==> config.mk <==
export PLATFORM = sky130hd
export DESIGN_NAME = spi_coord_master_flat
export DESIGN_NICKNAME = d
export VERILOG_FILES = /design/src/rtl/spi_coord_master_if.sv /design/src/rtl/spi_coord_master.sv /design/src/flat_wrapper.sv
export SDC_FILE = /design/constraint.sdc
export NUM_CORES = 1
export LEC_CHECK = 0
export CORE_UTILIZATION = 30
export CTS_CLUSTER_DIAMETER = 100
export DETAILED_ROUTE_END_ITERATION = 10
export HOLD_SLACK_MARGIN = 0.06
export PLACE_DENSITY = 0.51
export SYNTH_ARGS = -nofsm -noshare
export SYNTH_HDL_FRONTEND = slang
export SYNTH_SLANG_ARGS = --single-unit
==> constraint.sdc <==
create_clock -name clk -period 7.1 [get_ports clk]
set_clock_uncertainty 0.1 [all_clocks]
set_input_delay 1.42 -clock clk [delete_from_list [all_inputs] [get_ports clk]]
set_output_delay 1.42 -clock clk [all_outputs]
set_load 0.05 [all_outputs]
==> src/rtl/spi_coord_master_if.sv <==
// Bundle of handshake and SPI bus signals for spi_coord_master.
// Signals:
//   start     - request one coordinate frame (driven by the user side)
//   busy      - frame in progress, start is ignored while high
//   valid     - one-cycle pulse when xdata/ydata update
//   frame_err - one-cycle pulse with valid when padding bits were nonzero
//   xdata     - last received 10-bit X coordinate
//   ydata     - last received 9-bit Y coordinate
//   sclk      - SPI clock, idles low (mode 0)
//   mosi      - SPI master-out data
//   miso      - SPI master-in data from the sensor
//   cs        - SPI chip select, active low
// The master modport is the controller's view and the slave modport is
// the view of whatever sits on the other side: user logic plus sensor.
interface spi_coord_master_if;
   logic       start;
   logic       busy;
   logic       valid;
   logic       frame_err;
   logic [9:0] xdata;
   logic [8:0] ydata;
   logic       sclk;
   logic       mosi;
   logic       miso;
   logic       cs;

   modport master (
      input  start,
      input  miso,
      output busy,
      output valid,
      output frame_err,
      output xdata,
      output ydata,
      output sclk,
      output mosi,
      output cs
   );

   modport slave (
      output start,
      output miso,
      input  busy,
      input  valid,
      input  frame_err,
      input  xdata,
      input  ydata,
      input  sclk,
      input  mosi,
      input  cs
   );
endinterface

==> src/rtl/spi_coord_master.sv <==
// SPI mode-0 master that reads one 32-bit coordinate frame per start request.
// The frame is X word then Y word, MSB first: {6'b0, x[9:0]}, {7'b0, y[8:0]}.
// It unpacks a 10-bit X and a 9-bit Y coordinate and flags nonzero padding.
// Ports:
//   clk   - system clock
//   reset - asynchronous active-high reset
//   bus   - spi_coord_master_if.master (start/busy/valid/frame_err/xdata/
//           ydata handshake plus the sclk/mosi/miso/cs SPI pins)
// Parameters:
//   CLK_DIV - SCLK half-period in clk cycles, must be at least 2
//   CMD     - command byte shifted out on MOSI during the first 8 bits
module spi_coord_master #(
   parameter int         CLK_DIV = 4,
   parameter logic [7:0] CMD     = 8'hA5
) (
   input logic                 clk,
   input logic                 reset,
   spi_coord_master_if.master  bus
);

   localparam int DW = (CLK_DIV > 2) ? $clog2(CLK_DIV) : 1;
   localparam logic [DW-1:0] DIV_LAST = DW'(CLK_DIV - 1);

   localparam logic [2:0] IDLE  = 3'd0;
   localparam logic [2:0] SETUP = 3'd1;
   localparam logic [2:0] XFER  = 3'd2;
   localparam logic [2:0] HOLD  = 3'd3;
   localparam logic [2:0] DONE  = 3'd4;
   localparam logic [2:0] GAP   = 3'd5;

   logic [2:0]    state_q, state_d;
   logic [DW-1:0] div_q, div_d;
   logic [5:0]    hp_q, hp_d;
   logic [31:0]   sr_q, sr_d;
   logic          sclk_q, sclk_d;
   logic          mosi_q, mosi_d;
   logic          cs_q, cs_d;
   logic [9:0]    xdata_q, xdata_d;
   logic [8:0]    ydata_q, ydata_d;
   logic          valid_q, valid_d;
   logic          err_q, err_d;
   logic          busy_q, busy_d;

   logic          divEnd;
   logic [5:0]    nextBit;
   logic          nextMosi;

   // The divider wraps every CLK_DIV cycles; every state that waits a
   // half-period keys off this single terminal-count flag.
   assign divEnd = (div_q == DIV_LAST);

   // The half-period counter's upper five bits are the index of the bit on
   // the wire. After a falling edge the next bit goes out: command bits for
   // indices 0-7, zero afterwards (including past the last bit).
   assign nextBit  = {1'b0, hp_q[5:1]} + 6'd1;
   assign nextMosi = (nextBit < 6'd8) ? CMD[3'd7 - nextBit[2:0]] : 1'b0;

   // Next-state logic for the whole frame sequence. SCLK rises at the end
   // of each even half-period, which is also the clk edge that samples MISO,
   // and falls at the end of each odd one, which is when MOSI advances.
   // The DONE cycle counts as the first cycle of inter-frame quiet time, so
   // GAP starts with the divider already at one; that keeps the
   // start-to-start spacing at 67*CLK_DIV+1 cycles.
   always_comb begin
      state_d = state_q;
      div_d   = div_q;
      hp_d    = hp_q;
      sr_d    = sr_q;
      sclk_d  = sclk_q;
      mosi_d  = mosi_q;
      cs_d    = cs_q;
      xdata_d = xdata_q;
      ydata_d = ydata_q;
      valid_d = 1'b0;
      err_d   = 1'b0;
      busy_d  = busy_q;
      case (state_q)
         IDLE: begin
            busy_d = 1'b0;
            if (bus.start) begin
               state_d = SETUP;
               cs_d    = 1'b0;
               busy_d  = 1'b1;
               mosi_d  = CMD[7];
               div_d   = '0;
               hp_d    = '0;
            end
         end
         SETUP: begin
            if (divEnd) begin
               state_d = XFER;
               div_d   = '0;
            end else begin
               div_d = div_q + 1'b1;
            end
         end
         XFER: begin
            if (divEnd) begin
               div_d = '0;
               hp_d  = hp_q + 6'd1;
               if (!hp_q[0]) begin
                  sclk_d = 1'b1;
                  sr_d   = {sr_q[30:0], bus.miso};
               end else begin
                  sclk_d = 1'b0;
                  mosi_d = nextMosi;
                  if (hp_q == 6'd63) begin
                     state_d = HOLD;
                  end
               end
            end else begin
               div_d = div_q + 1'b1;
            end
         end
         HOLD: begin
            if (divEnd) begin
               state_d = DONE;
               div_d   = '0;
               cs_d    = 1'b1;
               xdata_d = sr_q[25:16];
               ydata_d = sr_q[8:0];
               valid_d = 1'b1;
               err_d   = (|sr_q[31:26]) | (|sr_q[15:9]);
            end else begin
               div_d = div_q + 1'b1;
            end
         end
         DONE: begin
            state_d = GAP;
            div_d   = DW'(1);
         end
         GAP: begin
            if (divEnd) begin
               state_d = IDLE;
               busy_d  = 1'b0;
               div_d   = '0;
            end else begin
               div_d = div_q + 1'b1;
            end
         end
         default: begin
            state_d = IDLE;
            cs_d    = 1'b1;
            sclk_d  = 1'b0;
            mosi_d  = 1'b0;
            busy_d  = 1'b0;
         end
      endcase
   end

   // State register. Reset drops any partial frame and releases chip
   // select immediately, without waiting for a clock.
   always_ff @(posedge clk or posedge reset) begin
      if (reset) begin
         state_q <= IDLE;
         div_q   <= '0;
         hp_q    <= '0;
         sr_q    <= '0;
         sclk_q  <= 1'b0;
         mosi_q  <= 1'b0;
         cs_q    <= 1'b1;
         xdata_q <= '0;
         ydata_q <= '0;
         valid_q <= 1'b0;
         err_q   <= 1'b0;
         busy_q  <= 1'b0;
      end else begin
         state_q <= state_d;
         div_q   <= div_d;
         hp_q    <= hp_d;
         sr_q    <= sr_d;
         sclk_q  <= sclk_d;
         mosi_q  <= mosi_d;
         cs_q    <= cs_d;
         xdata_q <= xdata_d;
         ydata_q <= ydata_d;
         valid_q <= valid_d;
         err_q   <= err_d;
         busy_q  <= busy_d;
      end
   end

   // All outputs come straight from registers so the SPI pins are glitch-free.
   assign bus.sclk      = sclk_q;
   assign bus.mosi      = mosi_q;
   assign bus.cs        = cs_q;
   assign bus.xdata     = xdata_q;
   assign bus.ydata     = ydata_q;
   assign bus.valid     = valid_q;
   assign bus.frame_err = err_q;
   assign bus.busy      = busy_q;

endmodule
==> src/flat_wrapper.sv <==
// flat-port wrapper written by rule: the top's interface ports become plain ports
module spi_coord_master_flat 
#(
   parameter int         CLK_DIV = 4,
   parameter logic [7:0] CMD     = 8'hA5
)
  (clk, reset, bus_start, bus_miso, bus_busy, bus_valid, bus_frame_err, bus_xdata, bus_ydata, bus_sclk, bus_mosi, bus_cs);
  spi_coord_master_if bus_i ();
  input logic clk;
  input logic reset;
  input wire logic [$bits(bus_i.start)-1:0] bus_start;
  input wire logic [$bits(bus_i.miso)-1:0] bus_miso;
  output wire logic [$bits(bus_i.busy)-1:0] bus_busy;
  output wire logic [$bits(bus_i.valid)-1:0] bus_valid;
  output wire logic [$bits(bus_i.frame_err)-1:0] bus_frame_err;
  output wire logic [$bits(bus_i.xdata)-1:0] bus_xdata;
  output wire logic [$bits(bus_i.ydata)-1:0] bus_ydata;
  output wire logic [$bits(bus_i.sclk)-1:0] bus_sclk;
  output wire logic [$bits(bus_i.mosi)-1:0] bus_mosi;
  output wire logic [$bits(bus_i.cs)-1:0] bus_cs;
  assign bus_i.start = bus_start;
  assign bus_i.miso = bus_miso;
  assign bus_busy = bus_i.busy;
  assign bus_valid = bus_i.valid;
  assign bus_frame_err = bus_i.frame_err;
  assign bus_xdata = bus_i.xdata;
  assign bus_ydata = bus_i.ydata;
  assign bus_sclk = bus_i.sclk;
  assign bus_mosi = bus_i.mosi;
  assign bus_cs = bus_i.cs;
  spi_coord_master #(.CLK_DIV(CLK_DIV), .CMD(CMD)) u_core (.clk(clk), .reset(reset), .bus(bus_i));
endmodule
==> results of run 1 <==
-- through the flow --
| step | total power, mW | cells | setup slack [ns] |
|---|---|---|---|
| floorplan | 0.777 | 212 | 3.87 |
| CTS | 1.16 | 375 | 3.89 |
| detailed placement | 0.843 | 359 | 3.92 |
| global route | 1.22 | 375 | 3.85 |
| global placement | 0.837 | 359 | 3.99 |
| finish | 1.15 | 375 | 3.91 |
-- final timing paths --
check	to
setup / recovery	bus_cs
hold / removal	u_core.bus.busy$_DFFE_PP0P_
setup reg to reg	u_core.sr_q[3]$_DFFE_PP0P_
hold reg to reg	u_core.bus.busy$_DFFE_PP0P_
max in group asynchronous	u_core.hp_q[5]$_DFFE_PP0P_
min in group asynchronous	u_core.bus.xdata[5]$_DFFE_PP0P_
-- state kept, by name (all words and copies together) (netlist names) --
name and count:
u_core.sr_q 32, u_core.bus.xdata 10, u_core.bus.ydata 9, u_core.hp_q 6
u_core.state_q 3, u_core.div_q 2, u_core.bus.busy 1, u_core.bus.cs 1
u_core.bus.frame_err 1, u_core.bus.mosi 1, u_core.bus.sclk 1, u_core.bus.valid 1
-- final cells by class --
cell class                 count  area share
sequential                    68       0.483
multi-input combinational    125       0.324
timing repair buffer          31      0.0860
tap                          129      0.0458
clock buffer                  10      0.0362
clock inverter                 6      0.0185
inverter                       6     0.00639
-- per-layer routing --
layer / up-vias / wire length, um / share of wire
li1: 826 / - / -
met1: 874 / 2650 / 0.50
met2: 30 / 2400 / 0.46
met3: 5 / 189 / 0.036
met4: 0 / 32 / 0.0061
met5: - / 0 / 0
-- cells in the final DEF (no fill, tap or decap), types with 3 or more instances in the layout --
| cell | count |
|---|---|
| dfrtp_1 | 67 |
| mux2_2 | 30 |
| clkdlybuf4s50_1 | 28 |
| mux2_4 | 17 |
| o21ai_0 | 9 |
| clkbuf_8 | 9 |
| nor2_1 | 6 |
| nand2_1 | 5 |
| nor2b_1 | 5 |
| mux2_1 | 5 |
| inv_1 | 4 |
| nor3_1 | 4 |
| a21oi_1 | 4 |
| mux2i_1 | 4 |
| or4_1 | 3 |
| nor4_1 | 3 |
| nand4_1 | 3 |
| buf_4 | 3 |
-- power by group --
part	total, mW	switching (mW)	internal (mW)
combinational	0.319	0.184	0.134
clock	0.314	0.152	0.162
sequential	0.513	0.0754	0.438
total	1.15	0.411	0.735
-- kinds of logic after synthesis --
kind of cell / Yosys count / share of synthesized area
buf+inv: 19 / 0.0438
compound gates: 28 / 0.0623
flops: 68 / 0.573
fa+ha+maj: 2 / 0.00842
mux: 56 / 0.232
xor+xnor: 1 / 0.00295
simple gates: 38 / 0.0779
==> results_dict.tcl, run 1 <==
set metrics [dict create \
    outcome "finished clean" \
    dieArea_um2 10300 \
    met1_usage 0.164 \
    cts_root_buf "clkbuf_8" \
    clock_sinks 68 \
    grt_util_met2 0.172 \
    via_count 1735 \
    top_usage_layer "met2" \
    cts.htree.levels 3 \
    synth_common_cells "dfrtp_1, mux2_2, mux2_4" \
    rr_worst_depth 4 \
    worst_hold_slack_ns 0.383 \
    worstHoldPathCells 1 \
    relSlewSlack 0.421 \
    antennaDiodeCount 0 \
    synth_edf_count 0 \
    crit_start "u_core.bus.cs$_DFFE_PP1P_" \
    ys_types 43 \
    grt_pass1_wl_mm 9.29 \
    cp-start-kind "flip-flop" \
    final_core_util 0.374 \
    ys.flop_type "dfrtp_1" \
    cp_data_arrival_time_ns 1.67 \
    power_leakage_nw 1.68 \
    clkLatencyLatePin_ns 0.34 \
    fin_area_um2 3520 \
    fin_crit_ns 3.19 \
    grt_util_all_layers 0.118 \
    drive_gt1_frac 0.285 \
    io_pins 29 \
    hp-start "u_core.bus.busy$_DFFE_PP0P_" \
    grt_max_degree 69 \
    cts.path.max_buffers 2 \
    async_flop_share 1.00 \
    synth_nets 218 \
    setup_viol 0 \
    postPlaceCellArea_um2 3330 \
    required_ns 5.58 \
    hold_path_class "reg -> reg" \
    numPortBuffers 28 \
    avgSynthCellArea_um2 14.0 \
    crit_slowest_cell "clkdlybuf4s50_1" \
    r2r_slack_ns 4.84 \
    synth_top_area_frac 0.564 \
    use_met3 0.0455 \
    start_util 0.316 \
    cts_setup_buffers 0 \
    slew_viol_final 0 \
    die-width_um 102 \
    area_growth_pct 18.5 \
    antenna_found_initial 0 \
    grt.overflow.total 0 \
    hold_viol 0 \
    synthCells 212 \
    cts-resized-gates 0 \
    rsz0062_at_grt "false" \
    ant_nets 0 \
    dr.first_iter.drc_count 81 \
    multi_input_area_um2 1140 \
    regArea_um2 1700 \
    cts_buffers 9 \
    yosysTopAreaCell "dfrtp_1" \
    synth-seq-cells 68 \
    r2r_start "u_core.state_q[1]$_DFFE_PP0P_" \
    crit_chain "clkdlybuf4s50_1" \
    cap_violations 0 \
    place_congestion 0.704 \
    viasPerCell 4.63 \
    worstSetupPathType "reg -> out" \
    core_um2 9420 \
    cts_tree "done" \
    clkTransAtPathRegs_ns 0.07 \
    worst-path-buf-inv 1 \
    hold_buffers 0 \
    fmax_ghz 0.314 \
    layout.nets 247 \
    ys_top_cells_by_area "dfrtp_1, mux2_2, mux2_4" \
    powerDensity_nw_per_um2 325 \
    synth_most_common_cell "dfrtp_1" \
    wl_mm 5.28 \
    drt-pass1-iter-count 4 \
    cp.depth 1 \
    fill_cells 923 \
    crit_family "buffers and inverters" \
    seq_area_frac_synth 0.573 \
    grt_pass1_vias 1782 \
    dpl.hpwl_mm 3.10 \
    route.detailed.drc 0 \
    irDropWorstVdd_v 0.000121 \
    tns_ns 0 \
    netlist_area_um2 2970 \
    tightest_slew_ns 0.868 \
    synth-warning-count 0 \
    crit_path_end_kind "primary output" \
    rows 35 \
    crit_fanout 3 \
    fin_crit_sh 0.449 \
    detail_route.wl_per_cell_um 14.1 \
    die_y_um 102 \
    crit_path_max_incr_delay_ns 0.79 \
]
(Power assumes the default switching activity.)
==> run 2, diff against run 1 <==
Settings changed: PLACE_DENSITY 0.51 to 0.53.
Clock period 7.1 ns to 2.72 ns, I/O delays scaled along.
==> results_dict.tcl, run 2 (synthesized netlist as in run 1, its figures left out) <==
set metrics [dict create \
    outcome "finished clean" \
    place_congestion 0.761 \
    clock_sinks 68 \
    detail_route.wl_per_cell_um 13.4 \
    power_mw 3.14 \
    dpl.hpwl_mm 3.21 \
    drt-pass1-iter-count 4 \
    cts-resized-gates 0 \
    cts_setup_buffers 0 \
    powerDensity_nw_per_um2 872 \
    power_frac_seq 0.409 \
    placed_cells 361 \
    cts_root_buf "clkbuf_8" \
    grt_pass1_vias 1766 \
    multi_input_area_um2 1140 \
    regArea_um2 1700 \
    antenna_found_initial 0 \
    tightest_slew_ns 0.560 \
    via_count 1721 \
    slew_viol_final 0 \
    tns_ns 0 \
    fmax_ghz 0.432 \
    viasPerCell 4.56 \
    p_comb_frac 0.289 \
    layout_commonest_cell "dfrtp_1" \
    grt_util_all_layers 0.114 \
    cts_buffers 9 \
    fin_crit_ns 2.32 \
    layout.nets 249 \
    cts.htree.levels 3 \
    wl_mm 5.05 \
    hold_path_class "reg -> reg" \
    route.detailed.drc 0 \
    crit_fanout 3 \
    regMostFlops "u_core.sr_q" \
    worstSetupPathType "reg -> out" \
    rsz0062_at_grt "false" \
    grt.overflow.total 0 \
    crit_path_end_kind "primary output" \
    die_y_um 102 \
    worst-path-buf-inv 1 \
    drive_gt1_frac 0.294 \
    final_cells 377 \
    crit_family "buffers and inverters" \
    internal-power_mw 2.09 \
    dieArea_um2 10300 \
    crit_path_max_incr_delay_ns 0.79 \
    switching_power_mw 1.06 \
    rows 35 \
    cts.path.max_buffers 2 \
    worst_hold_slack_ns 0.383 \
    grt_max_degree 53 \
    hold_viol 0 \
    antennaDiodeCount 0 \
    final_cell_mix "dfrtp_1, mux2_2, clkdlybuf4s50_1" \
    relSlewSlack 0.625 \
    die-width_um 102 \
    start_util 0.316 \
    largest_reg_flops 32 \
    final_core_util 0.383 \
    cp_data_arrival_time_ns 1.67 \
    cap_violations 0 \
    fin_crit_sh 0.852 \
    power_leakage_nw 1.71 \
    setup_viol 0 \
    clkLatencyLatePin_ns 0.34 \
    clkTransAtPathRegs_ns 0.07 \
    pwr-share-clk 0.302 \
    numPortBuffers 28 \
    crit_slowest_cell "clkdlybuf4s50_1" \
    crit_chain "clkdlybuf4s50_1" \
    hold_buffers 0 \
    fill_cells 898 \
    grt_pass1_wl_mm 8.73 \
    io_pins 29 \
    irDropWorstVdd_v 0.000326 \
    cts_tree "done" \
    area_growth_pct 21.3 \
    cp-start-kind "flip-flop" \
    required_ns 2.08 \
    core_um2 9420 \
    dr.first_iter.drc_count 62 \
    ant_nets 0 \
    switching_share 0.336 \
]
run 2: cell count changes in the layout (fill, tap and decap cells not counted), sizes merged:
cell	previous run	this run
clkinv	4	1
buf	3	5
clkinvlp	1	2
clkbuf	10	11
bufinv	1	2
run 2: cell type report:
cell class,count,share of cell area
inverter,6,0.00625
timing repair buffer,33,0.0951
clock inverter,5,0.0233
tap,129,0.0448
clock buffer,11,0.0420
multi-input combinational,125,0.316
sequential,68,0.472
run 2: worst paths after layout:
kind | startpoint | end | slack, ns | depth (start not counted)
setup / recovery | u_core.bus.cs$_DFFE_PP1P_ | bus_cs | 0.40 | 1
setup reg to reg | u_core.div_q[0]$_DFFE_PP0P_ | u_core.bus.xdata[1]$_DFFE_PP0P_ | 0.68 | 5
min in group asynchronous | reset | u_core.bus.ydata[1]$_DFFE_PP0P_ | 0.40 | 2
hold reg to reg | u_core.bus.busy$_DFFE_PP0P_ | u_core.bus.busy$_DFFE_PP0P_ | 0.38 | 1
max in group asynchronous | reset | u_core.hp_q[2]$_DFFE_PP0P_ | 1.52 | 3
hold / removal | u_core.bus.busy$_DFFE_PP0P_ | u_core.bus.busy$_DFFE_PP0P_ | 0.38 | 1
run 2: through the flow:
step	area (um2)	worst slack [ns]
floorplan	2970	0.366
global placement	3370	0.503
detailed placement	3370	0.425
CTS	3600	0.379
global route	3600	0.347
finish	3600	0.403
run 2: per-layer routing:
| layer | vias up | wire length, um | global-route usage |
|---|---|---|---|
| met3 | 8 | 138 | 0.0476 |
| met5 | - | 0 | 0 |
| met1 | 865 | 2470 | 0.151 |
| met2 | 23 | 2340 | 0.161 |
| met4 | 0 | 99 | 0.0502 |
| li1 | 825 | - | - |
run 2: power groups by stage:
stage	Combinational, mW	Sequential (mW)	Clock (mW)
after floorplan	0.620	1.41	0
final	0.910	1.29	0.948
after detailed placement	0.921	1.31	0
after global placement	0.913	1.30	0
after CTS	0.921	1.29	0.986
after global routing	0.995	1.31	1.03
